## config.mk

```make
export PLATFORM = sky130hd
export DESIGN_NAME = chip8_framebuffer
export DESIGN_NICKNAME = d
export VERILOG_FILES = /design/src/rtl/chip8_pkg.sv /design/src/rtl/chip8_row_xor.sv /design/src/rtl/chip8_framebuffer.sv
export SDC_FILE = /design/constraint.sdc
export NUM_CORES = 2
export LEC_CHECK = 0
export CAP_MARGIN = 30
export CORE_UTILIZATION = 40
export DETAILED_ROUTE_END_ITERATION = 8
export DONT_BUFFER_PORTS = 1
export PLACE_DENSITY_LB_ADDON = 0.08
export SLEW_MARGIN = 20
export SYNTH_ARGS = -nofsm -noshare
export SYNTH_HDL_FRONTEND = slang
export SYNTH_SLANG_ARGS = --single-unit
```

## constraint.sdc

```tcl
create_clock -name SYS_CLK -period 5.8 [get_ports SYS_CLK]
set_clock_uncertainty 0.15 [all_clocks]
set_input_delay 0.58 -clock SYS_CLK [delete_from_list [all_inputs] [get_ports SYS_CLK]]
set_output_delay 0.58 -clock SYS_CLK [all_outputs]
set_load 0.05 [all_outputs]
```

## src/rtl/chip8_pkg.sv

```systemverilog
// Shared constants, command encodings and FSM state type for the CHIP-8 framebuffer.
// Default geometry matches the classic 64x32 CHIP-8 display.
package chip8_pkg;

   localparam int DEF_WIDTH  = 64;
   localparam int DEF_HEIGHT = 32;

   localparam logic OP_DRAW  = 1'b0;
   localparam logic OP_CLEAR = 1'b1;

   typedef enum logic [2:0] {
      IDLE,
      FETCH,
      WRITE,
      CLEAR,
      DONE
   } fb_state_t;

endpackage

```

## src/rtl/chip8_row_xor.sv

```systemverilog
// Places one sprite byte into a display row at column x0 and XORs it in.
// Reports whether any lit pixel was turned off.
module chip8_row_xor
   import chip8_pkg::*;
#(
   parameter int WIDTH = DEF_WIDTH,
   parameter int XW    = $clog2(WIDTH)
) (
   input  logic [WIDTH-1:0] old_row,
   input  logic [7:0]       sprite,
   input  logic [XW-1:0]    x0,
   input  logic             clip,
   output logic [WIDTH-1:0] new_row,
   output logic             collision
);

   logic [WIDTH-1:0] mask;
   logic [XW:0]      col;

   // x0+7 never exceeds 2*WIDTH-1, so the carry bit alone marks an off-screen column
   always_comb begin
      mask = '0;
      col  = '0;
      for (int i = 0; i < 8; i++) begin
         col = {1'b0, x0} + (XW+1)'(i);
         if (sprite[3'(7 - i)] && !(clip && col[XW]))
            mask[col[XW-1:0]] = 1'b1;
      end
   end

   assign new_row   = old_row ^ mask;
   assign collision = |(old_row & mask);

endmodule

```

## src/rtl/chip8_framebuffer.sv

```systemverilog
// CHIP-8 display memory: sprite XOR drawing with wrap/clip, screen clear,
// collision flag and a registered scan-out read port.
module chip8_framebuffer
   import chip8_pkg::*;
#(
   parameter int WIDTH  = DEF_WIDTH,
   parameter int HEIGHT = DEF_HEIGHT,
   parameter int XW     = $clog2(WIDTH),
   parameter int YW     = $clog2(HEIGHT)
) (
   input  logic          SYS_CLK,
   input  logic          SYS_RST_N,
   input  logic          cmd_valid,
   output logic          cmd_ready,
   input  logic          cmd_op,
   input  logic [7:0]    cmd_x,
   input  logic [7:0]    cmd_y,
   input  logic [3:0]    cmd_n,
   input  logic          clip_en,
   output logic          spr_rd,
   output logic [3:0]    spr_row,
   input  logic [7:0]    spr_data,
   output logic          done,
   output logic          collision,
   input  logic [XW-1:0] vid_x,
   input  logic [YW-1:0] vid_y,
   output logic          vid_pix,
   output logic          vidclear
);

   fb_state_t        state;
   logic [XW-1:0]    x0;
   logic [YW-1:0]    y0;
   logic [3:0]       n_q;
   logic [3:0]       r;
   logic             clip_q;
   logic [YW-1:0]    clr_row;
   logic             coll_acc;

   logic [WIDTH-1:0] mem [HEIGHT];

   logic [7:0]       row_sum;
   logic             row_in_range;
   logic [YW-1:0]    row_idx;
   logic             write_ok;
   logic [4:0]       r_next;
   logic [WIDTH-1:0] new_row;
   logic             row_coll;

   logic             mem_we;
   logic [YW-1:0]    mem_idx;
   logic [WIDTH-1:0] mem_data;

   logic             unused_bits;

   assign unused_bits = ^{cmd_x[7:XW], cmd_y[7:YW]};

   assign row_sum      = 8'(y0) + 8'(r);
   assign row_in_range = row_sum < 8'(HEIGHT);
   assign row_idx      = row_sum[YW-1:0];
   assign write_ok     = (state == WRITE) && (!clip_q || row_in_range);
   assign r_next       = {1'b0, r} + 5'd1;

   assign spr_row   = r;
   assign collision = coll_acc;

   chip8_row_xor #(
      .WIDTH (WIDTH),
      .XW    (XW)
   ) u_row_xor (
      .old_row   (mem[row_idx]),
      .sprite    (spr_data),
      .x0        (x0),
      .clip      (clip_q),
      .new_row   (new_row),
      .collision (row_coll)
   );

   always_comb begin
      mem_we   = 1'b0;
      mem_idx  = row_idx;
      mem_data = new_row;
      if (state == CLEAR) begin
         mem_we   = 1'b1;
         mem_idx  = clr_row;
         mem_data = '0;
      end else if (write_ok) begin
         mem_we   = 1'b1;
      end
   end

   // Scan-out reads the array before this edge's write lands, giving pre-write data
   always_ff @(posedge SYS_CLK or negedge SYS_RST_N) begin
      if (!SYS_RST_N) begin
         for (int i = 0; i < HEIGHT; i++)
            mem[i] <= '0;
         vid_pix <= 1'b0;
      end else begin
         if (mem_we)
            mem[mem_idx] <= mem_data;
         vid_pix <= mem[vid_y][vid_x];
      end
   end

   always_ff @(posedge SYS_CLK or negedge SYS_RST_N) begin
      if (!SYS_RST_N) begin
         state     <= IDLE;
         cmd_ready <= 1'b1;
         spr_rd    <= 1'b0;
         done      <= 1'b0;
         vidclear  <= 1'b0;
         x0        <= '0;
         y0        <= '0;
         n_q       <= '0;
         r         <= '0;
         clip_q    <= 1'b0;
         clr_row   <= '0;
         coll_acc  <= 1'b0;
      end else begin
         case (state)
            IDLE: begin
               if (cmd_valid) begin
                  cmd_ready <= 1'b0;
                  coll_acc  <= 1'b0;
                  r         <= '0;
                  if (cmd_op == OP_CLEAR) begin
                     clr_row  <= '0;
                     vidclear <= 1'b1;
                     state    <= CLEAR;
                  end else begin
                     x0     <= cmd_x[XW-1:0];
                     y0     <= cmd_y[YW-1:0];
                     n_q    <= cmd_n;
                     clip_q <= clip_en;
                     if (cmd_n == 4'd0) begin
                        done  <= 1'b1;
                        state <= DONE;
                     end else begin
                        spr_rd <= 1'b1;
                        state  <= FETCH;
                     end
                  end
               end
            end
            FETCH: begin
               spr_rd <= 1'b0;
               state  <= WRITE;
            end
            WRITE: begin
               if (write_ok && row_coll)
                  coll_acc <= 1'b1;
               r <= r_next[3:0];
               if (r_next < {1'b0, n_q}) begin
                  spr_rd <= 1'b1;
                  state  <= FETCH;
               end else begin
                  done  <= 1'b1;
                  state <= DONE;
               end
            end
            CLEAR: begin
               if (clr_row == YW'(HEIGHT - 1)) begin
                  vidclear <= 1'b0;
                  done     <= 1'b1;
                  state    <= DONE;
               end else begin
                  clr_row <= clr_row + 1'b1;
               end
            end
            DONE: begin
               done      <= 1'b0;
               cmd_ready <= 1'b1;
               state     <= IDLE;
            end
            default: begin
               state     <= IDLE;
               cmd_ready <= 1'b1;
               spr_rd    <= 1'b0;
               done      <= 1'b0;
               vidclear  <= 1'b0;
            end
         endcase
      end
   end

endmodule
```

==> results_dict.tcl <==
set metrics [dict create \
    die_w_um 526.2 \
    finalNonFillerCells 13370 \
    fp.dieH_um 526.2 \
    multi_input_area_mm2 0.05376 \
    route.detailed.drc 0 \
    r2r_setup_slack_ns 0.14 \
    drive_gt1_share_pct 19.93 \
    fmax_mhz 176.5 \
    ys_seq_elements 2082 \
    initial_core_util_pct 40.20 \
    critPathCapture "collision" \
    crit_type "reg -> reg" \
    async_flop_share_pct 100.0 \
    fin_crit_sh_pct 97.67 \
    vias 82740 \
    startpoint_type "register" \
    fillers 25340 \
    syn2layout_area_growth_pct 12.40 \
    r2r-end "collision" \
    syn_area_mm2 0.1099 \
    place.gp.congestion 0.9680 \
    critPathMostFrequentCell "buf_4" \
    synth_warnings 0 \
    pin_count 54 \
    antenna_found_initial 32 \
    grt_usage_pct 31.46 \
    cp.arrival_ns 6.31 \
    hp-class "in -> async" \
    yosysSeqAreaShare_pct 47.41 \
    htreeDepth 4 \
    avgSynthCellArea_um2 11.05 \
    report.final.slew_viol_count 0 \
    drt_first_pass_iters 6 \
    grt_max_degree 369 \
    timing.final.crit_period_ns 5.665 \
    cts_tree "built" \
    final_hold_viol_count 0 \
    setup_violations 0 \
    drv_cap 0 \
    final_util_pct 45.19 \
    nNetsFinal 9692 \
    required_ns 6.44 \
    post-dp-hpwl_mm 267.3 \
    die_area_mm2 0.2768 \
    dr.first_iter.drc_count 8769 \
    crit_fanout 20 \
    synth_fp_nets 10070 \
    routed_wl_mm 435.1 \
    endpoint_kind "register" \
    cts_max_path_buffers 4 \
    status "finished, final reports clean" \
    synthCells 9949 \
    crit_start "spr_row[0]" \
    placed_area_mm2 0.1146 \
    worst_pin_slew_ns 1.090 \
    synth_edf_count 0 \
    fin_area_mm2 0.1235 \
    cts_buffers 239 \
    crit_slowest_cell "fa_4" \
    portBuffers 0 \
    grt_pass1_vias 81350 \
    slowest_delay_ns 0.87 \
    max_slew_margin_pct 25.44 \
    grt_overflow_total 0 \
    insertion_delay_ns 0.95 \
    reg2reg_from "spr_row[0]" \
    r2r_cells 16 \
    cts-root-buf "clkbuf_16" \
    cts_sinks 2082 \
    post_synth_num_cell_types 70 \
    core_mm2 0.2734 \
    viasPerCell 6.189 \
    dominantRegCellSynth "dfrtp_1" \
    grt_setup_unrepaired "false" \
    path_clk_slew_ns 0.07 \
    avgRoutedWirePerCell_um 32.54 \
    grt_pass1_wl_mm 625.7 \
    ant_nets 0 \
    seq_area_mm2 0.05210 \
    num_rows 192 \
    worstPathCellList "ha_4, fa_4, buf_12, buf_12, buf_4, mux4_2, mux4_2, mux2_2, ha_1, nor4_1, buf_4, nand4_1, nor4_2, buf_2, buf_4, o21ai_0" \
    dpl.cell_count 12870 \
]
## metrics by stage
step	TNS (ns)	worst slack [ns]	hold slack [ns]
after floorplan	0	1.015	0.1344
after global routing	0	0.02933	0.1167
after CTS	0	0.03645	0.03961
final	0	0.1354	0.1081
after detailed placement	-0.1183	-0.1183	0.1430
after global placement	-0.5778	-0.5778	0.1430
## final cells by class
class / count / area share, %
antenna: 12 / 0.02431
clock buffer: 349 / 5.650
clock inverter: 91 / 1.020
inverter: 24 / 0.08103
multi-input combinational: 6820 / 43.52
sequential: 2082 / 42.18
tap: 3589 / 3.635
timing repair buffer: 402 / 3.888
## cells in the final DEF (no fill, tap or decap), types with 23 or more instances in the layout
cell type / n
nor2_1: 123
nand2_4: 33
o21ai_0: 2127
a21oi_1: 95
dlygate4sd3_1: 23
dfrtp_1: 2081
clkbuf_16: 243
buf_12: 81
nand3_1: 44
o221ai_1: 139
mux4_2: 1031
bufinv_16: 28
nor4_1: 36
buf_16: 29
a22oi_1: 49
clkbuf_8: 50
buf_4: 245
mux2_2: 84
ha_1: 77
clkinv_2: 52
nor3_1: 67
clkbuf_1: 56
nand2_1: 2249
mux2i_1: 309
o22ai_1: 90
## sequential cells by signal, summed over array words and instances (netlist names)
name / count
clip_q: 1
clr_row: 5
cmd_ready: 1
collision: 1
done: 1
mem: 2048
n_q: 4
spr_rd: 1
spr_row: 4
state: 3
vid_pix: 1
vidclear: 1
x0: 6
y0: 5
## critical path, delay by kind of cell (launching register included)
family	cells	cell delay [ns]
adders and majority gates	3	1.31
and+or+nand+nor	3	0.96
AOI/OAI and AO/OA	1	0.06
DFF	1	0.41
muxes	3	1.27
buffers and inverters	6	1.30
## logic make-up (layout without fill, tap and decap cells)
logic type | count (synthesis) | after routing | share of synthesized area [%]
mux | 1426 | 1426 | 24.82
other cells | 0 | 12 | 0
buf+inv | 1047 | 866 | 4.032
simple gates | 2658 | 2658 | 9.560
compound gates | 2629 | 2629 | 13.05
fa+ha+maj | 79 | 79 | 0.9063
flops | 2082 | 2082 | 47.41
xor+xnor | 28 | 28 | 0.2232
## synth_stat cells (15+ instances only)
master    count  area (µm²)
o221ai_1    139        1217
dfrtp_1    2081       52070
o21ai_0    2131       10670
nor4_1       41       256.5
nor2_1      126       473.0
nand3_1      44       220.2
mux4_2     1031       23220
nand4_1      15       93.84
nand2_1    2282        8566
clkbuf_1    828        3108
buf_6        23       259.0
a21oi_1      96       480.5
buf_1        76       285.3
ha_1         78       975.9
nor3_1       68       340.3
a222oi_1     15       150.1
buf_2        37       185.2
o22ai_1      90       563.0
inv_1        23       86.33
mux2_2       84       945.9
mux2i_1     310        3103
buf_4        53       397.9
xnor2_1      15       131.4
a22oi_1      49       367.9
## how the worst min path moves through the flow
stage	start	end	cells past startpoint
detailed placement	SYS_RST_N	mem[1220]	0
finish	SYS_RST_N	mem[322]	2
floorplan	SYS_RST_N	clip_q	0
global placement	SYS_RST_N	mem[1220]	0
CTS	vid_x[1]	vid_pix	5
global route	vid_x[1]	vid_pix	5
## layer usage
metal | share of wire [%] | routed length, µm | vias up | GRT usage (%)
met1 | 43 | 188900 | 43130 | 44.86
met5 | 0.023 | 98 | - | 0
met4 | 4.4 | 19320 | 14 | 12.10
met2 | 44 | 192900 | 3169 | 47.47
met3 | 7.8 | 33900 | 788 | 6.035
li1 | - | - | 35640 | -
## what timing repair did
item / 4_1_cts / 5_1_grt
cloned: 0 / 0
setup endpoints to repair: 1 / 1
setup buffers: 0 / 2
hold endpoints to repair: 431 / 0
resized for setup: 1 / 4
pin swaps: 0 / 1
hold buffers: 24 / 0
Power is not shown: default switching activity piles up to over one toggle a cycle in this logic, so the estimate is an artifact.
